File: src/rtl/stage_skid_buffer.sv
// -----------------------------------------------------------------------------
// stage_skid_buffer
//
// Two-entry registered skid buffer that ends the producer side of a pipeline
// valid/ready link. It holds a result while the next stage stalls and absorbs
// one extra transfer, so every handshake output comes straight from the state
// register and the link still runs at one transfer per cycle.
//
// Handshake rule (both sides): a transfer happens on a rising clk edge exactly
// when valid && ready are both high in the cycle before that edge. A producer
// that raises valid keeps valid and data stable until the transfer happens.
// This buffer never withdraws or changes an offered out_data except on flush
// or reset.
//
// Ports
//   clk       : single clock, rising edge
//   reset_n   : asynchronous active-low reset (release synchronized outside)
//   flush     : synchronous clear of all buffered entries, active-high
//   in_valid  : upstream offers in_data this cycle
//   in_data   : upstream payload, WIDTH bits
//   in_ready  : buffer can accept this cycle (state decode, not from inputs)
//   out_valid : out_data holds a valid entry (state decode)
//   out_data  : oldest buffered payload (the main register)
//   out_ready : downstream accepts out_data this cycle
//   count     : number of entries held, 0..2 (equals the state encoding)
// -----------------------------------------------------------------------------
module stage_skid_buffer #(
    parameter int WIDTH = 32
) (
    input  logic             clk,
    input  logic             reset_n,
    input  logic             flush,
    input  logic             in_valid,
    input  logic [WIDTH-1:0] in_data,
    output logic             in_ready,
    output logic             out_valid,
    output logic [WIDTH-1:0] out_data,
    input  logic             out_ready,
    output logic [1:0]       count
);

    // The encoding is chosen so the state value is the occupancy; count is
    // therefore a direct view of the FSM state for checkers and debug.
    typedef enum logic [1:0] {
        EMPTY = 2'd0,
        ONE   = 2'd1,
        TWO   = 2'd2
    } state_t;

    state_t           state;
    state_t           state_next;
    logic [WIDTH-1:0] main_q;
    logic [WIDTH-1:0] skid_q;

    // Data-path load selects produced by the next-state logic.
    logic             load_main_in;
    logic             load_main_skid;
    logic             load_skid_in;

    logic             xfer_in;
    logic             xfer_out;

    // Handshake outputs decode only the registered state.
    assign in_ready  = (state != TWO);
    assign out_valid = (state != EMPTY);
    assign count     = state;
    assign out_data  = main_q;

    assign xfer_in  = in_valid && in_ready;
    assign xfer_out = out_valid && out_ready;

    always_ff @(posedge clk or negedge reset_n) begin
        if (!reset_n) begin
            state <= EMPTY;
        end else begin
            state <= state_next;
        end
    end

    always_comb begin
        state_next     = state;
        load_main_in   = 1'b0;
        load_main_skid = 1'b0;
        load_skid_in   = 1'b0;

        if (flush) begin
            // Flush wins over everything; a transfer-in this cycle is dropped
            // and the data registers keep stale, now-invalid contents.
            state_next = EMPTY;
        end else begin
            case (state)
                EMPTY: begin
                    if (xfer_in) begin
                        load_main_in = 1'b1;
                        state_next   = ONE;
                    end
                end
                ONE: begin
                    if (xfer_in && xfer_out) begin
                        // Replace the entry being taken; occupancy stays 1.
                        load_main_in = 1'b1;
                    end else if (xfer_in) begin
                        load_skid_in = 1'b1;
                        state_next   = TWO;
                    end else if (xfer_out) begin
                        state_next = EMPTY;
                    end
                end
                TWO: begin
                    // in_ready is low here, so only the drain side can move.
                    if (xfer_out) begin
                        load_main_skid = 1'b1;
                        state_next     = ONE;
                    end
                end
                default: begin
                    state_next = EMPTY;
                end
            endcase
        end
    end

    // Payload registers carry no reset: their content only matters while the
    // state says it is valid.
    always_ff @(posedge clk) begin
        if (load_main_in) begin
            main_q <= in_data;
        end else if (load_main_skid) begin
            main_q <= skid_q;
        end
        if (load_skid_in) begin
            skid_q <= in_data;
        end
    end

endmodule

File: config.mk
export PLATFORM = sky130hd
export DESIGN_NAME = stage_skid_buffer
export DESIGN_NICKNAME = d
export VERILOG_FILES = /design/src/rtl/stage_skid_buffer.sv
export SDC_FILE = /design/constraint.sdc
export NUM_CORES = 1
export LEC_CHECK = 0
export ABC_AREA = 0
export CAP_MARGIN = 10
export CORE_MARGIN = 3
export CORE_UTILIZATION = 43
export DETAILED_ROUTE_END_ITERATION = 6
export PLACE_DENSITY = 0.84
export SYNTH_ARGS = -nofsm -noshare
export SYNTH_HDL_FRONTEND = slang
export SYNTH_SLANG_ARGS = --single-unit
File: constraint.sdc
create_clock -name clk -period 3.2 [get_ports clk]
set_input_delay 0.32 -clock clk [delete_from_list [all_inputs] [get_ports clk]]
set_output_delay 0.32 -clock clk [all_outputs]
set_load 0.02 [all_outputs]
==> key figures, run 1 <==
Run status
  – Outcome: finished clean

Routing
  – DR vias: roughly 1.3k
  – Avg WL per Cell: around 16 µm
  – DR DRC count: 0
  – Via-per-instance ratio: 4.74
  – ANT nets after route: 0
  – Drt first pass iters: 4
  – Initial DRC Count: between 50 and 60
  – Total wire length: 4.32 mm

Min path
  – Worst min-delay path category: in2async

Critical path
  – Crit Path Max Fanout: 7
  – CP Launch Type: register
  – Nature of the critical path endpoint: output port
  – CP max stage cell: clkdlybuf4s50_1
  – Worst EP required: approximately 2900 ps
  – CP peak stage delay: roughly 540 ps
  – Crit path DAT: approximately 1700 ps
  – CP Class: reg2out
  – Crit-path cells: or2_2, clkdlybuf4s50_1

Pwr
  – Internal power: roughly 0.0014 W
  – Leakage: roughly 1.3 nW
  – Combinational share of power: 0.123
  – Max IR drop VDD: 240 µV
  – Net Sw Frac: 0.227
  – Power Dens Cells: ~500 mW/mm²
  – Switch Pwr: approximately 0.0004 W
  – Register share of total power: 0.556
  – Clock power share: 0.321

Placement
  – Placed cell areas: between 0.003 and 0.004 mm²
  – Buffers on Ports: 72
  – GPL Wtd Cong: 0.695
  – Placed wire-length estimate: 3.02 mm

Finish
  – Fillers: between 400 and 500
  – Post-Layout Inst Area: 0.00356 mm²
  – Commonest non-fill, non-tap cell in the layout: clkdlybuf4s50_1
  – Ant. Diodes: 0
  – Area Growth Syn to Fin: 37.7%
  – Most frequent cells in the layout: clkdlybuf4s50_1, edfxtp_1, mux2_4
  – Layout cell share with drive strength beyond 1: 0.266
  – Final net count: between 200 and 250

Logic synthesis
  – Seq/Total Area, Yosys: 0.762
  – Mean area per synthesized cell: about 22 µm²
  – Yosys reg bits: 66
  – Syn_nets: approximately 150
  – Post-Synth XOR/XNOR Area: 0
  – Post-Synth Simple-Gate Area: 0.0324
  – Synth area leader: edfxtp_1
  – Warnings, synthesis: 0
  – Compound-cell area share of the yosys netlist: 0.0101
  – Synth cell types: 17
  – Post-Syn Area: roughly 0.0026 mm²
  – Largest cells by area after synthesis: edfxtp_1, mux2_4, dfrtp_1
  – Adder-Cell Fraction of Synth Area: 0
  – Top cell type's share of synthesized area: 0.742
  – Largest family of logic cells by synthesized area: multiplexers
  – Cells after Synth: about 120
  – Multiplexer share of the synthesized area: 0.183

CTS
  – PostCTS Resize Cnt: 0
  – H-tree levels: 3
  – Clock Latency Late Sink: ~320 ps
  – CTS buffer count: 9
  – CTS Root Cell: clkbuf_8
  – Num Clock Sinks: 66
  – Clock slew at the register clock pins of the worst setup and hold paths: ~70 ps
  – Number of setup buffers added after CTS: 0
  – CTS tree: done
  – Clk buf depth: 2
  – CTS Hold Bufs: 0

STA
  – Setup skew after layout: between 5 and 6 ps
  – Post-layout minimum cycle time: 1970 ps
  – Actual slew at the worst max-slew pin: 632 ps
  – Final Max Slew Viols: 0
  – Highest clock rate: 0.509 GHz
  – Final hold vios: 0
  – RSZ-0062 raised after global routing: false
  – Fin crit share: 0.614
  – Rel. slew slack: 0.579
  – Setup TNS: 0 ps
  – Final setup vio count: 0

Die
  – Row cnt: 27
  – I/O pin total: 73
  – Die footprint: 0.00699 mm²
  – Vert. Die Dim: approximately 84 µm
  – Initial core utilization: 0.456
  – Die X: 83.6 µm
  – Core Area: between 0.005 and 0.006 mm²

Run
  – Max Cap Violations: 0

Global route
  – Pin count of the biggest net entering global routing: 33
  – Vias in the first global route: about 1.4k
  – Antenna violations before repair: 0
  – First-pass GRT wire length: about 6.8 mm
  – Aggregate global-route resource usage: 0.130
  – Remaining global-route overflow: 0
==> cells in the mapped netlist <==
master    count
nor3_1        1
nand3b_4      1
nand2b_1      2
nor2b_4       1
a21o_1        1
or3_1         1
dfrtp_1       2
a21oi_1       1
mux2_4       30
nand2b_2      1
or2_2         1
edfxtp_1     64
a31oi_1       1
buf_6         3
nand2_1       3
a211oi_1      1
mux2_2        2
==> flip-flops by register name (all words and copies together), names as in the netlist <==
| register | flops |
|---|---|
| count | 2 |
| out_data | 32 |
| skid_q | 32 |
==> metrics by stage <==
| step | hold WS [ps] | util | power (W) | std cells | setup WS [ps] |
|---|---|---|---|---|---|
| after CTS | 144 | 0.628 | 0.00181 | 275 | 1220 |
| after floorplan | 24.4 | - | 0.00112 | 116 | 301 |
| final | 160 | 0.628 | 0.00179 | 275 | 1230 |
| after global placement | 494 | 0.600 | 0.00123 | 259 | 943 |
| after detailed placement | 503 | 0.600 | 0.00124 | 259 | 866 |
| after global routing | 147 | 0.628 | 0.00186 | 275 | 1110 |
==> kinds of logic after synthesis <==
group | Yosys count
multiplexers | 32
AND/OR/NAND/NOR | 11
buffers and inverters | 3
flip-flops | 66
AO/OA/AOI/OAI | 4
==> worst paths after layout <==
kind / slack [ps] / cells after the start / end / from
setup / recovery: 1230 / 2 / out_valid / count[1]
hold / removal: 160 / 1 / count[0] / reset_n
setup reg to reg: 1250 / 4 / out_data[28] / count[1]
hold reg to reg: 550 / 1 / out_data[12] / skid_q[12]
max in group asynchronous: 2910 / 1 / count[1] / reset_n
min in group clk: 550 / 1 / out_data[12] / skid_q[12]
==> worst max-delay path, delay by kind of cell (launching register included) <==
family	cells	cell delay (ps)
AND/OR/NAND/NOR	1	310
flip-flops	1	470
buffers and inverters	1	540
==> area by class of cell <==
class                           instances  area, µm²  area share
Clock buffer                           10        128      0.0358
Clock inverter                          6       33.8     0.00948
Multi-Input combinational cell         47        606       0.170
Sequential cell                        66       1970       0.553
Tap cell                               72       90.1      0.0253
Timing Repair Buffer                   74        736       0.206
==> per-layer routing <==
metal	up-vias	track usage	wire length [µm]
li1	624	-	-
met1	614	0.148	1760
met2	57	0.213	2140
met3	8	0.0533	360
met4	0	0.0614	68
met5	-	0	0
==> power groups by stage <==
stage | Sequential, W | Clock (W) | Combinational [W]
global placement | 0.00101 | 0 | 0.000219
detailed placement | 0.00101 | 0 | 0.000224
floorplan | 0.00105 | 0 | 0.0000773
CTS | 0.000996 | 0.000589 | 0.000225
global route | 0.000998 | 0.000632 | 0.000233
finish | 0.000996 | 0.000575 | 0.000221
Power figures use the tool's default switching activity.
==> run 2, diff against run 1 <==
CORE_UTILIZATION = 47   (was 43)
PLACE_DENSITY = 0.87   (was 0.84)
clock period = 2 ns   (was 3.2 ns; I/O delays follow)
==> run 2 against run 1 <==
Net effect:
- non-clock buffer count rose by 4
- sequential power up 61%
- routed wire length rose by 10%
- hold slack got worse by 120 ps
- global-route usage is 3.6 points higher
- sequential share of layout area is 1.4 points lower
- critical path depth unchanged
- sequential cell count unchanged
- total power increased by 67%
==> key figures, run 2 (synthesized netlist as in run 1, its figures left out) <==
Run status
  – Outcome: finished clean (unchanged)

Die
  – Die X: 80.2 µm (was 83.6 µm)
  – Initial core utilization: 0.497 (was 0.456)
  – Die footprint: 0.00643 mm² (was 0.00699 mm²)
  – Core Area: 0.00520 mm² (was 0.00568 mm²)
  – I/O pin total: 73 (unchanged)
  – Vert. Die Dim: 80.2 µm (was 83.6 µm)
  – Row cnt: 26 (was 27)

CTS
  – Clock slew at the register clock pins of the worst setup and hold paths: 70 ps (about the same)
  – Num Clock Sinks: 66 (unchanged)
  – CTS Root Cell: clkbuf_8 (unchanged)
  – Number of setup buffers added after CTS: 0 (unchanged)
  – CTS Hold Bufs: 0 (unchanged)
  – PostCTS Resize Cnt: 0 (unchanged)
  – CTS buffer count: 9 (unchanged)
  – CTS tree: done (unchanged)
  – H-tree levels: 3 (unchanged)
  – Clock Latency Late Sink: 330 ps (was 320 ps)
  – Clk buf depth: 2 (unchanged)

Global route
  – Remaining global-route overflow: 0 (unchanged)
  – Pin count of the biggest net entering global routing: 33 (unchanged)
  – Vias in the first global route: 1,487 (was 1,352)
  – First-pass GRT wire length: 7.61 mm (was 6.82 mm)
  – Antenna violations before repair: 0 (unchanged)
  – Aggregate global-route resource usage: 0.166 (was 0.130)

Critical path
  – Worst Reg-to-Reg Cells: 4 (unchanged)
  – Flop2flop setup slack: 400 ps (was 1250 ps)
  – Crit Path Max Fanout: 7 (unchanged)
  – Nature of the critical path endpoint: output port (unchanged)
  – CP Class: reg2out (unchanged)
  – Crit path from: count[1] (unchanged)
  – Crit path DAT: 1640 ps (was 1650 ps)
  – Worst EP required: 1800 ps (was 2880 ps)
  – CP Launch Type: register (unchanged)
  – Reg-to-reg startpoint: count[1] (unchanged)

Finish
  – Commonest non-fill, non-tap cell in the layout: clkdlybuf4s50_1 (unchanged)
  – Final design utilization: 0.702 (was 0.628)
  – Area Growth Syn to Fin: 41.2% (was 37.7%)
  – Post-Layout Inst Area: 0.00366 mm² (was 0.00356 mm²)
  – Most frequent cells in the layout: clkdlybuf4s50_1, edfxtp_1, mux2_4 (unchanged)
  – Final net count: 239 (was 235)
  – Layout cell share with drive strength beyond 1: 0.272 (was 0.266)
  – Ant. Diodes: 0 (unchanged)

Routing
  – ANT nets after route: 0 (unchanged)
  – Via-per-instance ratio: 4.88 (was 4.74)
  – Avg WL per Cell: 17.3 µm (was 15.7 µm)
  – Initial DRC Count: 68 (was 52)
  – Drt first pass iters: 4 (unchanged)
  – DR vias: 1,348 (was 1,303)
  – Total wire length: 4.78 mm (was 4.32 mm)
  – DR DRC count: 0 (unchanged)

STA
  – Final Max Slew Viols: 0 (unchanged)
  – Setup TNS: 0 ps (unchanged)
  – Rel. slew slack: 0.833 (was 0.579)
  – Final hold vios: 0 (unchanged)
  – Highest clock rate: approximately 0.54 GHz
  – Post-layout minimum cycle time: 1840 ps
  – Final setup margin: 158 ps (was 1230 ps)
  – RSZ-0062 raised after global routing: false (unchanged)
  – Final setup vio count: 0 (unchanged)
  – Actual slew at the worst max-slew pin: 249 ps (was 632 ps)
  – Fin crit share: 0.921
  – Setup skew after layout: 7.64 ps (was 5.66 ps)

Pwr
  – Overall power: 0.00299 W (was 0.00179 W)
  – Max IR drop VDD: 542 µV (was 240 µV)
  – Power Dens Cells: 818 mW/mm² (was 503 mW/mm²)
  – Leakage: 1.37 nW (was 1.32 nW)

Placement
  – Pre-CTS WS: 189 ps (was 866 ps)
  – Placed wire-length estimate: 3.42 mm (was 3.02 mm)
  – Placed cell areas: 0.00348 mm² (was 0.00340 mm²)
  – GPL Wtd Cong: 0.733 (was 0.695)
  – Buffers on Ports: 72 (unchanged)

Run
  – Max Cap Violations: 0 (unchanged)

Min path
  – Worst min-delay path category: in2async (unchanged)
[run 2: changes by cell type in the layout (fill, tap and decap cells not counted), sizes merged]
cell,change
clkbuf,+1
bufinv,+1
buf,+4
clkinv,-1
clkinvlp,-2
[run 2: final cells by class]
| cell class | instances | area, µm² |
|---|---|---|
| sequential | 66 | 1970 |
| fill | 341 | 1550 |
| timing repair buffer | 78 | 816 |
| multi-input combinational | 47 | 606 |
| clock buffer | 11 | 131 |
| tap | 70 | 87.6 |
| clock inverter | 4 | 43.8 |
[run 2: final timing paths]
check / to
setup / recovery: out_valid
min in group clk: skid_q[22]
hold / removal: count[1]
hold reg to reg: out_data[8]
setup reg to reg: out_data[25]
max in group asynchronous: count[0]
[run 2: critical path, stage by stage, from the launching register on]
cell and delay (ps):
dfrtp_1 460, or2_2 310, clkdlybuf4s50_1 550
[run 2: through the flow]
stage	instances	hold slack, ps
after detailed placement	261	383
after floorplan	116	-95.6
after global placement	261	370
after CTS	276	17.2
final	276	35.7
after global routing	276	22.4
[run 2: report_power, final]
part / switching (W) / internal, W / leakage (nW)
sequential: 0.0000176 / 0.00158 / 0.616
combinational: 0.000160 / 0.000215 / 0.660
clock: 0.000458 / 0.000561 / 0.0906
total: 0.000635 / 0.00235 / 1.37
[run 2: metal layers]
| metal | vias to the layer above | GRT usage | share of wire |
|---|---|---|---|
| met4 | 0 | 0.0912 | 0.016 |
| met1 | 662 | 0.184 | 0.38 |
| li1 | 629 | - | - |
| met3 | 6 | 0.0482 | 0.052 |
| met2 | 51 | 0.286 | 0.56 |
| met5 | - | 0 | 0 |
==> run 3, diff against run 2 <==
SKIP_CTS_REPAIR_TIMING = 1   (was default)
==> results of run 3 <==
The final DEF is identical to that of run 2; final timing and power are the same.
